File: config.mk
export PLATFORM = sky130hd
export DESIGN_NAME = stack_sequencer
export DESIGN_NICKNAME = d
export VERILOG_FILES = /design/src/rtl/stack_pkg.sv /design/src/rtl/stack_addr_unit.sv /design/src/rtl/stack_sequencer.sv
export SDC_FILE = /design/constraint.sdc
export NUM_CORES = 1
export LEC_CHECK = 0
export CAP_MARGIN = 20
export CORE_MARGIN = 2
export CORE_UTILIZATION = 40
export DETAILED_ROUTE_END_ITERATION = 16
export PLACE_DENSITY = 0.71
export SETUP_SLACK_MARGIN = 0.15
export SYNTH_ARGS = -nofsm -noshare
export SYNTH_HDL_FRONTEND = slang
export SYNTH_HIERARCHICAL = 1
export SYNTH_SLANG_ARGS = --single-unit
File: constraint.sdc
create_clock -name clk -period 3.7 [get_ports clk]
set_input_delay 1.11 -clock clk [delete_from_list [all_inputs] [get_ports clk]]
set_output_delay 1.11 -clock clk [all_outputs]
set_load 0.05 [all_outputs]
File: src/rtl/stack_pkg.sv
// Shared definitions for the stack sequencer: request opcodes, FSM states, SP constants.
// STACK_SAVE_FLAGS_EN adds the flag save/restore states used by INT/RTI.
package stack_pkg;

  localparam logic [2:0] OP_PUSH = 3'd0;
  localparam logic [2:0] OP_POP  = 3'd1;
  localparam logic [2:0] OP_CALL = 3'd2;
  localparam logic [2:0] OP_RET  = 3'd3;
  localparam logic [2:0] OP_INT  = 3'd4;
  localparam logic [2:0] OP_RTI  = 3'd5;

  localparam logic [7:0] SP_EMPTY = 8'hFF;

  typedef enum logic [2:0] {
    S_IDLE,
    S_WR_PC,
`ifdef STACK_SAVE_FLAGS_EN
    S_WR_FL,
    S_RD_FL,
`endif
    S_RD,
    S_RD_W
  } state_e;

endpackage

File: src/rtl/stack_addr_unit.sv
// Combinational stack step: address, next SP and overflow/underflow for one push or pop.
module stack_addr_unit
  import stack_pkg::*;
(
  input  logic [7:0] sp,
  input  logic       pop,
  output logic [7:0] addr,
  output logic [7:0] sp_next,
  output logic       err
);

  // Push is post-decrement (write at sp), pop is pre-increment (read at sp+1).
  always_comb begin
    if (pop) begin
      addr    = sp + 8'd1;
      sp_next = sp + 8'd1;
      err     = (sp == SP_EMPTY);
    end else begin
      addr    = sp;
      sp_next = sp - 8'd1;
      err     = (sp == 8'h00);
    end
  end

endmodule

File: src/rtl/stack_sequencer.sv
// Multi-cycle PUSH/POP/CALL/RET/INT/RTI controller owning the stack pointer.
// Define STACK_SAVE_FLAGS_EN to save/restore the CCR on INT/RTI.
module stack_sequencer
  import stack_pkg::*;
#(
  parameter logic [7:0] SP_RESET = 8'hFF
) (
  input  logic       clk,
  input  logic       rst_n,
  input  logic       req_valid,
  input  logic [2:0] req_op,
  output logic       req_ready,
  input  logic [7:0] push_data,
  input  logic [7:0] pc_in,
  input  logic [7:0] target_pc,
  input  logic [7:0] int_vector,
  input  logic [3:0] flags_in,
  output logic [7:0] mem_addr,
  output logic [7:0] mem_wdata,
  output logic       mem_we,
  output logic       mem_re,
  input  logic [7:0] mem_rdata,
  output logic       sp_we,
  output logic [7:0] sp_wdata,
  output logic       busy,
  output logic       done,
  output logic [7:0] pop_data,
  output logic       pc_load,
  output logic [7:0] pc_value,
  output logic       flags_load,
  output logic [3:0] flags_out,
  output logic       stack_err
);

  state_e     state_q, state_d;
  logic [2:0] op_q, op_d;
  logic [7:0] sp_q, sp_d;
  logic       err_q, err_d;
  logic [7:0] mem_addr_q, mem_addr_d;
  logic [7:0] mem_wdata_q, mem_wdata_d;
  logic       mem_we_q, mem_we_d;
  logic       mem_re_q, mem_re_d;
  logic       sp_we_q, sp_we_d;
  logic [7:0] sp_wdata_q, sp_wdata_d;
  logic       done_q, done_d;
  logic       pc_load_q, pc_load_d;
  logic [7:0] pc_value_q, pc_value_d;
  logic [7:0] pop_hold_q, pop_hold_d;
`ifdef STACK_SAVE_FLAGS_EN
  logic [7:0] vec_q, vec_d;
  logic [3:0] fl_cap_q, fl_cap_d;
  logic       flags_load_q, flags_load_d;
  logic [3:0] flags_hold_q, flags_hold_d;
`endif

  logic       step_en, step_pop;
  logic [7:0] au_addr, au_sp_next;
  logic       au_err;
  logic       cap_pop, cap_pc;

  // Next state; a memory step happens on every entry into a WR_*/RD* state.
  always_comb begin
    state_d = state_q;
    case (state_q)
      S_IDLE: begin
        if (req_valid) begin
          case (req_op)
            OP_PUSH, OP_CALL, OP_INT: state_d = S_WR_PC;
            OP_POP, OP_RET:           state_d = S_RD;
`ifdef STACK_SAVE_FLAGS_EN
            OP_RTI:                   state_d = S_RD_FL;
`else
            OP_RTI:                   state_d = S_RD;
`endif
            default:                  state_d = S_RD_W;
          endcase
        end
      end
`ifdef STACK_SAVE_FLAGS_EN
      S_WR_PC: state_d = (op_q == OP_INT) ? S_WR_FL : S_IDLE;
      S_WR_FL: state_d = S_IDLE;
      S_RD_FL: state_d = S_RD;
`else
      S_WR_PC: state_d = S_IDLE;
`endif
      S_RD:    state_d = S_RD_W;
      S_RD_W:  state_d = S_IDLE;
      default: state_d = S_IDLE;
    endcase
  end

`ifdef STACK_SAVE_FLAGS_EN
  assign step_pop = (state_d == S_RD) || (state_d == S_RD_FL);
  assign step_en  = step_pop || (state_d == S_WR_PC) || (state_d == S_WR_FL);
`else
  assign step_pop = (state_d == S_RD);
  assign step_en  = step_pop || (state_d == S_WR_PC);
`endif

  // Outputs are registered for the state being entered, so sp_q here is
  // already the SP left by the previous step.
  stack_addr_unit u_addr (
    .sp      (sp_q),
    .pop     (step_pop),
    .addr    (au_addr),
    .sp_next (au_sp_next),
    .err     (au_err)
  );

  assign cap_pop = (state_q == S_RD_W) && (op_q == OP_POP);
  assign cap_pc  = (state_q == S_RD_W) && ((op_q == OP_RET) || (op_q == OP_RTI));

  always_comb begin
    // NOTE: every variable is defaulted first so no path leaves it unassigned (no latches).
    op_d        = op_q;
    sp_d        = sp_q;
    err_d       = err_q;
    mem_addr_d  = mem_addr_q;
    mem_wdata_d = mem_wdata_q;
    sp_wdata_d  = sp_wdata_q;
    mem_we_d    = 1'b0;
    mem_re_d    = 1'b0;
    sp_we_d     = 1'b0;
    done_d      = 1'b0;
    pc_load_d   = 1'b0;
    pc_value_d  = pc_value_q;
    pop_hold_d  = pop_hold_q;
`ifdef STACK_SAVE_FLAGS_EN
    vec_d        = vec_q;
    fl_cap_d     = fl_cap_q;
    flags_load_d = 1'b0;
    flags_hold_d = flags_hold_q;
`endif

    if (state_q == S_IDLE && req_valid) begin
      op_d        = req_op;
      mem_wdata_d = (req_op == OP_PUSH) ? push_data : pc_in;
`ifdef STACK_SAVE_FLAGS_EN
      vec_d       = int_vector;
      fl_cap_d    = flags_in;
`endif
    end

    if (step_en) begin
      sp_d       = au_sp_next;
      mem_addr_d = au_addr;
      sp_we_d    = 1'b1;
      sp_wdata_d = au_sp_next;
      mem_we_d   = !step_pop;
      mem_re_d   = step_pop;
      err_d      = err_q | au_err;
    end

    case (state_d)
      S_WR_PC: begin
        if (req_op == OP_CALL) begin
          done_d     = 1'b1;
          pc_load_d  = 1'b1;
          pc_value_d = target_pc;
        end else if (req_op == OP_INT) begin
`ifndef STACK_SAVE_FLAGS_EN
          done_d     = 1'b1;
          pc_load_d  = 1'b1;
          pc_value_d = int_vector;
`endif
        end else begin
          done_d = 1'b1;
        end
      end
`ifdef STACK_SAVE_FLAGS_EN
      S_WR_FL: begin
        mem_wdata_d = {4'b0000, fl_cap_q};
        done_d      = 1'b1;
        pc_load_d   = 1'b1;
        pc_value_d  = vec_q;
      end
      S_RD: flags_load_d = (state_q == S_RD_FL);
`endif
      S_RD_W: begin
        done_d    = 1'b1;
        pc_load_d = (op_d == OP_RET) || (op_d == OP_RTI);
      end
      default: ;
    endcase

    if (cap_pop) pop_hold_d = mem_rdata;
    if (cap_pc)  pc_value_d = mem_rdata;
`ifdef STACK_SAVE_FLAGS_EN
    if (flags_load_q) flags_hold_d = mem_rdata[3:0];
`endif
  end

  // NOTE: sequential state uses non-blocking assignments only.
  always_ff @(posedge clk) begin
    if (!rst_n) begin
      state_q     <= S_IDLE;
      op_q        <= 3'd0;
      sp_q        <= SP_RESET;
      err_q       <= 1'b0;
      mem_addr_q  <= 8'h00;
      mem_wdata_q <= 8'h00;
      mem_we_q    <= 1'b0;
      mem_re_q    <= 1'b0;
      sp_we_q     <= 1'b0;
      sp_wdata_q  <= 8'h00;
      done_q      <= 1'b0;
      pc_load_q   <= 1'b0;
      pc_value_q  <= 8'h00;
      pop_hold_q  <= 8'h00;
`ifdef STACK_SAVE_FLAGS_EN
      vec_q        <= 8'h00;
      fl_cap_q     <= 4'h0;
      flags_load_q <= 1'b0;
      flags_hold_q <= 4'h0;
`endif
    end else begin
      state_q     <= state_d;
      op_q        <= op_d;
      sp_q        <= sp_d;
      err_q       <= err_d;
      mem_addr_q  <= mem_addr_d;
      mem_wdata_q <= mem_wdata_d;
      mem_we_q    <= mem_we_d;
      mem_re_q    <= mem_re_d;
      sp_we_q     <= sp_we_d;
      sp_wdata_q  <= sp_wdata_d;
      done_q      <= done_d;
      pc_load_q   <= pc_load_d;
      pc_value_q  <= pc_value_d;
      pop_hold_q  <= pop_hold_d;
`ifdef STACK_SAVE_FLAGS_EN
      vec_q        <= vec_d;
      fl_cap_q     <= fl_cap_d;
      flags_load_q <= flags_load_d;
      flags_hold_q <= flags_hold_d;
`endif
    end
  end

  assign req_ready = (state_q == S_IDLE);
  assign busy      = (state_q != S_IDLE);
  assign mem_addr  = mem_addr_q;
  assign mem_wdata = mem_wdata_q;
  assign mem_we    = mem_we_q;
  assign mem_re    = mem_re_q;
  assign sp_we     = sp_we_q;
  assign sp_wdata  = sp_wdata_q;
  assign done      = done_q;
  assign pc_load   = pc_load_q;
  assign stack_err = err_q;

  // Read data arrives in the cycle it is consumed; the hold registers keep it afterwards.
  assign pop_data = cap_pop ? mem_rdata : pop_hold_q;
  assign pc_value = cap_pc  ? mem_rdata : pc_value_q;

`ifdef STACK_SAVE_FLAGS_EN
  assign flags_load = flags_load_q;
  assign flags_out  = flags_load_q ? mem_rdata[3:0] : flags_hold_q;
`else
  logic unused_flags;
  assign unused_flags = ^flags_in;
  assign flags_load   = 1'b0;
  assign flags_out    = 4'h0;
`endif

endmodule

**Word level (Yosys, flattened, before mapping)**

Cells that the tools add are included.

- $add $sub $neg: 2
- Eq/ne operators: 16
- Muxes and demuxes: 19
- Bitwise gates (word level): 1
- Reduce and logical (&&, ||, !) cells: 18

Operators by type and width:

| kind | count |
|---|---|
| $mux W8 | 9 |
| $eq A3 B2 Y1 const B | 8 |
| $eq A3 B3 Y1 const B | 4 |
| $eq A3 B1 Y1 const B | 3 |
| $add A8 B1 Y8 const B | 1 |
| $eq A8 B8 Y1 const B | 1 |
| $logic_not A8 Y1 | 1 |
| $sub A8 B1 Y8 const B | 1 |
| $logic_not A3 Y1 | 2 |
| $mux W3 | 2 |
| $pmux W3 S2 | 1 |
| $reduce_bool A3 Y1 | 2 |
| $reduce_or A3 Y1 | 2 |
| $mux W1 | 5 |
| $pmux W2 S2 | 1 |
| $reduce_and A2 Y1 | 2 |
| $logic_and A1 B1 Y1 | 3 |
| $logic_or A1 B1 Y1 | 3 |
| $pmux W1 S2 | 1 |
| $reduce_bool A2 Y1 | 1 |
| $reduce_or A2 Y1 | 1 |
| $logic_not A1 Y1 | 1 |
| $or A1 B1 Y1 | 1 |

- Register bits after elaboration: 60
- Input port bits: 50
- Output and inout bits: 53
- Word-level logic and storage cells: 70

**Depth between registers and ports, before layout**

- Depth in word-level cells: 8
- Depth in mapped cells: 11
- Mapped depth without buffers: 8

**Hierarchy**

Netlist, hierarchy kept.

By module, submodules not included:

| module | times used | cells each | area each (sq um) | sequential area each (sq um) |
|---|---|---|---|---|
| stack_sequencer | 1 | 268 | 2583.7 | 1201.2 |
| stack_addr_unit | 1 | 50 | 380.4 | 0.0 |

**Worst setup path before layout**

No wires, ideal clock.

- Kind: register to register
- From: register state_q[1]
- To: register sp_wdata_q[6], in the netlist sp_wdata[6]
- Setup time: 0.076 ns
- Data arrival time: 3.318 ns
- Data required time: 3.624 ns
- Setup slack: 0.306 ns
- Cell stages (with the launch flop): 12
- Path buffers: 3
- Period minus slack after synthesis: 3.394 ns
- Path through: dfxtp_1 -> buf_6 -> nor3_1 -> and3_1 -> clkbuf_1 -> and2_1 -> buf_4 -> nand4_1 -> o22ai_1 -> xor2_1 -> nand2_1 -> a21boi_0

- Word-level cells in the longest chain between the ends: 4
- Elaborated cells between the ends (all ways): 8
- Those cells by class: eq/ne: 3; mux: 3; reduce/logical: 2

Ends and longest elaborated chain:

| item | line | text |
|---|---|---|
| start: declaration | stack_sequencer.sv:35 | `state_e state_q, state_d;` |
| start signal: assignment | stack_sequencer.sv:217 | `state_q <= state_d;` |
| $logic_not A3 Y1 | n/a |  |
| net req_ready | stack_sequencer.sv:12 | `output logic req_ready,` |
| $pmux W3 S2 | stack_sequencer.sv:64 | `case (state_q)` |
| $eq A3 B2 Y1 | stack_sequencer.sv:96 | `assign step_pop = (state_d == S_RD);` |
| net step_pop | stack_sequencer.sv:56 | `logic step_en, step_pop;` |
| $mux W8 | stack_addr_unit.sv:14 | `if (pop) begin` |
| net au_sp_next[6] | stack_sequencer.sv:57 | `logic [7:0] au_addr, au_sp_next;` |
| end signal: assignment | stack_sequencer.sv:226 | `sp_wdata_q <= sp_wdata_d;` |
| end: declaration | stack_sequencer.sv:44 | `logic [7:0] sp_wdata_q, sp_wdata_d;` |

The timed path passes the listed nets, and every way through them passes these cells.
A chain may end at the register's enable or synchronous reset.

**Worst setup path in the final report**

- From: register state_q[1]
- To: output port pop_data[4]

- Word-level cells in the longest chain between the ends: 3

Ends and longest elaborated chain:

| item | line | text |
|---|---|---|
| $eq A3 B2 Y1 | stack_sequencer.sv:110 | `assign cap_pop = (state_q == S_RD_W) && (op_q == OP_POP);` |
| $logic_and A1 B1 Y1 | stack_sequencer.sv:110 |  |
| $mux W8 | n/a |  |
| end: declaration | stack_sequencer.sv:27 | `output logic [7:0] pop_data,` |

No other way between the ends.

==> results.py <==
metrics = {
    "run_status": {
        "outcome": "finished clean",
    },
    "synth": {
        "mappedNetlistArea_um2": 2960,
        "synth_cells": 318,
        "synthFlopType": "dfxtp_1",
        "ys_ff_latch": 60,
        "synth-edff-count": 0,
        "yosysMostFrequentCell": "dfxtp_1",
        "seq_area_frac_synth": 0.405,
        "synth.distinct_cells": 41,
        "synth_top_area_share": 0.405,
        "synth_async_sr_flop_share": 0,
        "synth_common_cells": "60 x dfxtp_1, 58 x nand2_1, 22 x mux2_2",
        "synth_area_leaders": "dfxtp_1 41%, mux2_2 8.4%, nand2_1 7.3%",
        "yosys.area.top_type": "dfxtp_1",
        "avgSynthCellArea_um2": 9.32,
        "yosys_warnings": 6,
    },
    "pwr": {
        "ir_drop_mv": 0.220,
        "powerDensity_nw_per_um2": 384,
        "p_leak_nw": 1.82,
    },
    "clocking": {
        "clk_pin_slew_ns": 0.06,
        "cts_buffers": 9,
        "cts_hold_buf": 0,
        "cts_root_buffer": "clkbuf_8",
        "cts_tree": "yes",
        "clkSinkCount": 60,
        "cts_resized": 0,
        "clockBufferDepth": 2,
        "post_cts_buffers": 0,
        "htreeDepth": 3,
        "clk_latency_ns": 0.34,
    },
    "global_route": {
        "grt_max_degree": 55,
        "grt_util_met3": 0.0545,
        "grt_pass1_vias": 2405,
        "grt_util_met2": 0.289,
        "grt_pass1_wl_um": 11100,
        "track_usage": 0.168,
        "met1_usage": 0.191,
        "overflow": 0,
        "antenna_found_initial": 0,
        "busiest_layer": "met2",
    },
    "timing": {
        "rsz0062_at_grt": "no",
        "finalSetupViolCount": 0,
        "slew_headroom": 0.486,
        "post-route-period-util": 0.875,
        "clock.fmax_ghz": 0.309,
        "finalHoldViolCount": 0,
        "fin_skew_ns": 0.00791,
        "tns_ns": 0,
        "fin_crit_ns": 3.24,
        "tightest_slew_ns": 0.767,
        "finalWorstSetupSlack_ns": 0.463,
        "finalMaxSlewViolations": 0,
    },
    "cells_and_area": {
        "nNetsFinal": 466,
        "stdcell_count": 515,
        "syn_to_final_growth_pct": 46.6,
        "n_antenna_cell": 0,
        "drive_gt1_frac": 0.175,
        "final_area_um2": 4340,
    },
    "setup_path": {
        "worstPathRequired_ns": 2.59,
        "arrival_ns": 2.13,
        "reg2reg_depth": 8,
        "path_cells": "nand4b_1 -> or3_1 -> mux2_2 -> buf_12",
        "startpoint_type": "flop",
        "endpoint_kind": "output port",
        "critical-path-max-stage-delay_ns": 0.54,
        "critPathMaxFanout": 9,
        "crit_slowest_cell": "or3_1",
        "critical_path_class": "flop to output port",
    },
    "routing": {
        "ant_nets": 0,
        "vias_per_cell": 4.87,
        "num_vias": 2506,
        "wl_per_cell_um": 13.0,
        "drc_errors": 0,
        "drt_iter0_drc": 82,
        "firstDrtPassIters": 4,
        "drt-total-wl_um": 6700,
    },
    "floorplan": {
        "die-area_um2": 8110,
        "pin_count": 103,
        "core_area_um2": 7210,
        "die_h_um": 90.1,
        "num_rows": 31,
        "initial_utilization": 0.411,
        "die_width_um": 90.1,
    },
    "place": {
        "pre_cts_ws_ns": 0.300,
        "dp_hpwl_um": 4930,
        "io_buffers": 93,
        "place_congestion": 0.885,
        "placed_cells": 499,
        "placed_area_um2": 4120,
    },
    "worst_hold_path": {
        "hp-class": "flop to flop",
        "min_path_cells": 2,
    },
    "run": {
        "maxCapViolations": 0,
    },
}
-- sequential cells by signal, summed over array words and instances (netlist names) --
name,flops
done,1
mem_addr,8
mem_re,1
mem_wdata,8
mem_we,1
op_q,3
pc_load,1
pc_value_q,8
pop_hold_q,8
sp_q,8
sp_wdata,8
sp_we,1
stack_err,1
state_q,3
-- worst paths after layout --
kind / start / endpoint / slack [ns]
hold reg to reg: sp_wdata[7] / sp_wdata[7] / 0.46
hold / removal: sp_wdata[7] / sp_wdata[7] / 0.46
setup reg to reg: state_q[1] / sp_wdata[5] / 1.35
setup / recovery: state_q[1] / pop_data[4] / 0.46
-- layout by cell type, fill, tap and decap left out, drive strengths merged, types with 3 or more instances in the layout --
cell type	n
clkdlybuf4s50	77
dfxtp	60
nand2	58
buf	26
mux2	22
a21boi	17
mux2i	14
clkbuf	13
and2	11
nor2	9
nand3	9
and3	8
o211a	8
a221o	8
xor2	8
xnor2	7
conb	6
nor3	6
inv	5
nor2b	5
ha	5
o21ai	4
nand4	4
a21oi	3
-- per-layer routing --
metal	part of all wire	vias to the layer above
met4	0.019	0
met1	0.42	1153
met2	0.50	65
met5	0	-
li1	-	1276
met3	0.056	12
-- kinds of logic (layout without fill, tap and decap cells) --
group | after synthesis | count (layout) | share of synthesized area
XOR/XNOR | 15 | 15 | 0.0443
multiplexers | 36 | 36 | 0.131
adder cells (fa/ha/maj) | 5 | 5 | 0.0211
AO/OA/AOI/OAI | 45 | 45 | 0.124
buffers and inverters | 31 | 124 | 0.0570
other | 1 | 6 | 0.00127
flip-flops | 60 | 60 | 0.405
AND/OR/NAND/NOR | 125 | 125 | 0.217
-- where the power goes --
part,switching [W],leakage (nW),internal (W),total (W)
Combinational,0.000185,1.22,0.000145,0.000330
Clock,0.000252,0.112,0.000383,0.000636
Sequential,0.0000266,0.490,0.000677,0.000704
-- critical path: cells and delay by family, from the launching register on --
family	cells	cell delay (ns)
mux	1	0.38
flops	1	0.51
simple gates	2	0.75
buf+inv	1	0.16
-- per-stage QoR --
stage | utilization | total power [W] | hold slack [ns]
2_1_floorplan | - | 0.000928 | 0.451
3_3_place_gp | 0.571 | 0.00104 | 0.453
3_5_place_dp | 0.571 | 0.00105 | 0.456
4_1_cts | 0.602 | 0.00169 | 0.465
5_1_grt | 0.602 | 0.00174 | 0.493
6_report | 0.602 | 0.00167 | 0.460
-- final cells by class --
type | count | area (µm²)
fill | 627 | 2870
timing repair buffer | 103 | 1170
inverter | 5 | 18.8
clock inverter | 3 | 42.5
sequential | 60 | 1200
multi-input combinational | 232 | 1610
clock buffer | 13 | 179
tap | 99 | 124
Note: power is estimated with default switching activity, not from simulation.
